**config.mk**
```make
export PLATFORM = sky130hd
export DESIGN_NAME = uart_rx
export DESIGN_NICKNAME = d
export VERILOG_FILES = /design/src/rtl/uart_rx.sv
export SDC_FILE = /design/constraint.sdc
export NUM_CORES = 1
export LEC_CHECK = 0
export CORE_ASPECT_RATIO = 0.5
export CORE_MARGIN = 2
export CORE_UTILIZATION = 56
export DETAILED_ROUTE_END_ITERATION = 10
export DONT_BUFFER_PORTS = 1
export MAX_ROUTING_LAYER = met4
export PLACE_DENSITY_LB_ADDON = 0.12
export SETUP_SLACK_MARGIN = 0.15
export SLEW_MARGIN = 20
export SYNTH_ARGS = -nofsm -noshare
export SYNTH_HDL_FRONTEND = slang
export SYNTH_SLANG_ARGS = --single-unit
```
**constraint.sdc**
```tcl
create_clock -name clk -period 1.75 [get_ports clk]
set_input_delay 0.35 -clock clk [delete_from_list [all_inputs] [get_ports clk]]
set_output_delay 0.35 -clock clk [all_outputs]
set_load 0.02 [all_outputs]
```
**src/rtl/uart_rx.sv**
```systemverilog
// uart_rx: 8N1 asynchronous serial receiver.
// Oversamples rx_serial with clk and samples each bit at its centre.
// Ports:
//   clk          system clock, rising edge
//   rst          synchronous active-low reset
//   rx_serial    asynchronous serial line, idles high
//   rx_active    high while a frame is being received (START/DATA/STOP)
//   rx_data      last correctly framed byte, held between frames
//   rx_done      one-cycle pulse when rx_data is updated
//   rx_frame_err one-cycle pulse when the stop bit samples low
module uart_rx #(
    parameter int unsigned CLK_FREQ  = 50000000,
    parameter int unsigned BAUD_RATE = 9600
) (
    input  logic       clk,
    input  logic       rst,
    input  logic       rx_serial,
    output logic       rx_active,
    output logic [7:0] rx_data,
    output logic       rx_done,
    output logic       rx_frame_err
);

    localparam int unsigned CLKS_PER_BIT = CLK_FREQ / BAUD_RATE;
    localparam int unsigned HALF_BIT     = CLKS_PER_BIT / 2;
    localparam int unsigned CNT_W        = (CLKS_PER_BIT > 1) ? $clog2(CLKS_PER_BIT) : 1;

    typedef enum logic [2:0] {
        S_IDLE,
        S_START,
        S_DATA,
        S_STOP,
        S_CLEANUP,
        S_BREAK
    } state_e;

    state_e           state_q, state_d;
    logic [CNT_W-1:0] cnt_q, cnt_d;
    logic [2:0]       idx_q, idx_d;
    logic [7:0]       shift_q, shift_d;
    logic [7:0]       data_q, data_d;
    logic             done_q, done_d;
    logic             err_q, err_d;
    logic             sync1_q, sync2_q;
    logic             rxs;
    logic             half_end;
    logic             bit_end;

    assign rxs      = sync2_q;
    assign half_end = (cnt_q == CNT_W'(HALF_BIT - 1));
    assign bit_end  = (cnt_q == CNT_W'(CLKS_PER_BIT - 1));

    // State register, synchroniser and datapath registers
    always_ff @(posedge clk) begin
        if (!rst) begin
            state_q <= S_IDLE;
            cnt_q   <= '0;
            idx_q   <= '0;
            shift_q <= '0;
            data_q  <= '0;
            done_q  <= 1'b0;
            err_q   <= 1'b0;
            sync1_q <= 1'b1;
            sync2_q <= 1'b1;
        end else begin
            state_q <= state_d;
            cnt_q   <= cnt_d;
            idx_q   <= idx_d;
            shift_q <= shift_d;
            data_q  <= data_d;
            done_q  <= done_d;
            err_q   <= err_d;
            sync1_q <= rx_serial;
            sync2_q <= sync1_q;
        end
    end

    // Next-state and datapath logic
    always_comb begin
        state_d = state_q;
        cnt_d   = cnt_q;
        idx_d   = idx_q;
        shift_d = shift_q;
        data_d  = data_q;
        done_d  = 1'b0;
        err_d   = 1'b0;
        case (state_q)
            S_IDLE: begin
                cnt_d = '0;
                idx_d = '0;
                if (!rxs) begin
                    state_d = S_START;
                end
            end
            S_START: begin
                if (half_end) begin
                    cnt_d   = '0;
                    idx_d   = '0;
                    // A start bit that is high again at its centre was a glitch
                    state_d = rxs ? S_IDLE : S_DATA;
                end else begin
                    cnt_d = cnt_q + CNT_W'(1);
                end
            end
            S_DATA: begin
                if (bit_end) begin
                    cnt_d          = '0;
                    shift_d[idx_q] = rxs;
                    if (idx_q == 3'd7) begin
                        state_d = S_STOP;
                    end else begin
                        idx_d = idx_q + 3'd1;
                    end
                end else begin
                    cnt_d = cnt_q + CNT_W'(1);
                end
            end
            S_STOP: begin
                if (bit_end) begin
                    cnt_d = '0;
                    if (rxs) begin
                        data_d  = shift_q;
                        done_d  = 1'b1;
                        state_d = S_CLEANUP;
                    end else begin
                        err_d   = 1'b1;
                        state_d = S_BREAK;
                    end
                end else begin
                    cnt_d = cnt_q + CNT_W'(1);
                end
            end
            S_CLEANUP: begin
                state_d = S_IDLE;
            end
            S_BREAK: begin
                // Hold off until the line returns high so a stuck-low line cannot retrigger
                if (rxs) begin
                    state_d = S_IDLE;
                end
            end
            default: begin
                state_d = S_IDLE;
            end
        endcase
    end

    // Output logic
    always_comb begin
        rx_active    = (state_q == S_START) || (state_q == S_DATA) || (state_q == S_STOP);
        rx_data      = data_q;
        rx_done      = done_q;
        rx_frame_err = err_q;
    end

endmodule

```
==> results_dict.tcl <==
set metrics [dict create \
    min_path_type "in -> reg" \
    synth-xor-area-share_pct 0 \
    layout_common_cells "dfxtp_1, buf_4, nand2_1, mux2i_1, nor2_1" \
    initial_utilization_pct 57.5 \
    cap_violations 0 \
    rsz0062_at_grt "yes" \
    dp.cells 285 \
    grt_pass1_vias 1690 \
    gp_congestion 0.849 \
    met1_usage_pct 31.1 \
    min_period_over_period_pct 107 \
    syn_area_per_cell_sq_um 8.62 \
    die-area_sq_mm 0.00396 \
    pwr_density_cell_mw_per_mm2 814 \
    nets 265 \
    p_leak_uw 0.000891 \
    synth-simple-area-share_pct 32.0 \
    dp_hpwl_um 3070 \
    synth_area_leaders "dfxtp_1, mux2i_1, nand2_1" \
    start_kind "flip-flop" \
    relSlewSlack_pct 63.1 \
    fillers 234 \
    root_buffer "clkbuf_8" \
    synth.distinct_cells 48 \
    required_ps 1980 \
    cts_made_buffers 5 \
    worst-setup-path-type "reg -> reg" \
    yosysWarningCount 0 \
    core_sq_mm 0.00336 \
    register_area_sq_um 796 \
    grt_pass1_wl_um 7760 \
    grt_remaining_overflow 0 \
    fmax_ghz 0.533 \
    dr_total_vias 1795 \
    track_usage_pct 27.1 \
    die_h_um 45.5 \
    synth_mux_area_share_pct 9.33 \
    ys_ff_latch 39 \
    final_common_cell "dfxtp_1" \
    maxSlewViolCount 0 \
    synth_ff_type "dfxtp_1" \
    fin_cells 301 \
    drtIter0Drc 77 \
    yosysTopAreaCell "dfxtp_1" \
    finalHoldViolCount 0 \
    postLayoutSetupSlackWorst_ps -127 \
    finalPower_uw 2070 \
    hold_ws_ps 133 \
    grt_antenna_before_repair 0 \
    critPathMaxFanout 4 \
    finalSetupTns_ps -1310 \
    drcViolationCount 0 \
    min_period_ps 1880 \
    async_flop_share_pct 0 \
    met2_usage_pct 47.5 \
    port_buffers 0 \
    yosysTopAreaCellShare_pct 40.4 \
    clockBufferDepth 2 \
    synth_edf_count 0 \
    synth-seq-area-share_pct 40.4 \
    critical-path-slowest-cell "dfxtp_1" \
    crit_path_cell_trace "nor4bb_1, nand4_1, a22o_4, a311oi_2, mux2i_1" \
    cts-hold-fix-buffers 0 \
    via_per_inst 5.96 \
    insertion_delay_ps 290 \
    cp.arrival_ps 2100 \
    met3_usage_pct 6.88 \
    wirelength_um 5050 \
    setup_violations 25 \
    grt_max_degree 23 \
    num_rows 15 \
    diodes 0 \
    outcome "finished with violations" \
    ir_drop_uv 617 \
    ios 14 \
    syn_area_sq_mm 0.00193 \
    htreeDepth 2 \
    drive_gt1_share_pct 35.1 \
    crit_family "simple AND/OR/NAND/NOR gates" \
    top_usage_layer "met2" \
    max_stage_delay_ps 400 \
    pre_cts_ws_ps -105 \
    crit_buf_inv 0 \
    synth_compound_gate_area_share_pct 10.8 \
    synth_top_family_by_area "simple AND/OR/NAND/NOR gates" \
    syn_to_final_growth_pct 32.0 \
    die_w_um 87.0 \
    synthCells 224 \
    path_clk_slew_ps 80 \
    cts_sinks 39 \
    end_kind "flip-flop" \
    dr.pass1.iters 4 \
    cts_tree "yes" \
    drt-wirelength-per-cell_um 16.8 \
    worst_pin_slew_ps 539 \
    yosys.area_share.adder_pct 2.59 \
    ant_nets 0 \
    skew_ps 8.19 \
    synth_fp_nets 231 \
    violations "negative setup slack" \
    multiInputGateArea_sq_mm 0.00124 \
]
==> logic make-up after synthesis <==
logic type      after synthesis
fa+ha+maj                     4
buf+inv                      20
simple gates                112
mux                          18
flops                        39
compound gates               31
==> flip-flops by register name (all words and copies together) (netlist names) <==
signal / cells
cnt_q: 13
rx_data: 8
shift_q: 8
idx_q: 3
state_q: 3
rx_done: 1
rx_frame_err: 1
rxs: 1
sync1_q: 1
==> where the power goes <==
group / total [uW] / switching, uW / internal, uW
clock: 652 / 329 / 323
combinational: 492 / 272 / 220
sequential: 930 / 21.2 / 908
==> stage by stage <==
stage	util [%]	instance area (sq um)
floorplan	-	1990
global placement	66.1	2220
detailed placement	66.1	2220
CTS	73.8	2480
global route	75.8	2550
finish	75.8	2550
==> routing by layer <==
layer / share of wire [%] / routed length [um] / up-vias
met5: 0 / 0 / -
met4: 1.2 / 59 / 0
met3: 4.0 / 204 / 6
met2: 49 / 2480 / 40
met1: 46 / 2300 / 873
li1: - / - / 876
==> area by class of cell <==
type                    count  area share [%]
multi-input cells         165            48.8
well taps                  42            2.06
repair buffers             39            12.9
clock buffers               6            3.24
flip-flops and latches     39            31.2
inverters                   8            1.18
clock inverters             2           0.589
==> timing repair <==
action / 4_1_cts / 5_1_grt
setup endpoints to repair: 33 / 37
buffers inserted: 4 / 3
gates resized for setup: 30 / 10
pin swaps: 19 / 12
gates cloned: 0 / 1
==> synth_stat cells, types with 4 or more instances <==
library cell and n:
a31oi_1 11, buf_4 4, clkbuf_1 6, dfxtp_1 39
ha_1 4, inv_1 7, mux2i_1 18, nand2_1 29
nand3_1 15, nand3b_1 6, nand4_1 4, nor2_1 18
nor3_1 4, nor3b_1 4, o21ai_1 4, or3_1 11
==> path summary, 6_finish.rpt <==
kind,cells past startpoint,from,endpoint,slack [ps]
worst max-delay path,5,cnt_q[11]$_SDFFE_PN0P_,state_q[0]$_SDFFE_PN0P_,-130
worst min register to register,1,sync1_q$_SDFF_PN1_,rxs$_SDFF_PN1_,420
worst max register to register,5,cnt_q[11]$_SDFFE_PN0P_,state_q[0]$_SDFFE_PN0P_,-130
worst min-delay path,1,rst,sync1_q$_SDFF_PN1_,130
Power figures use the tool's default switching activity.
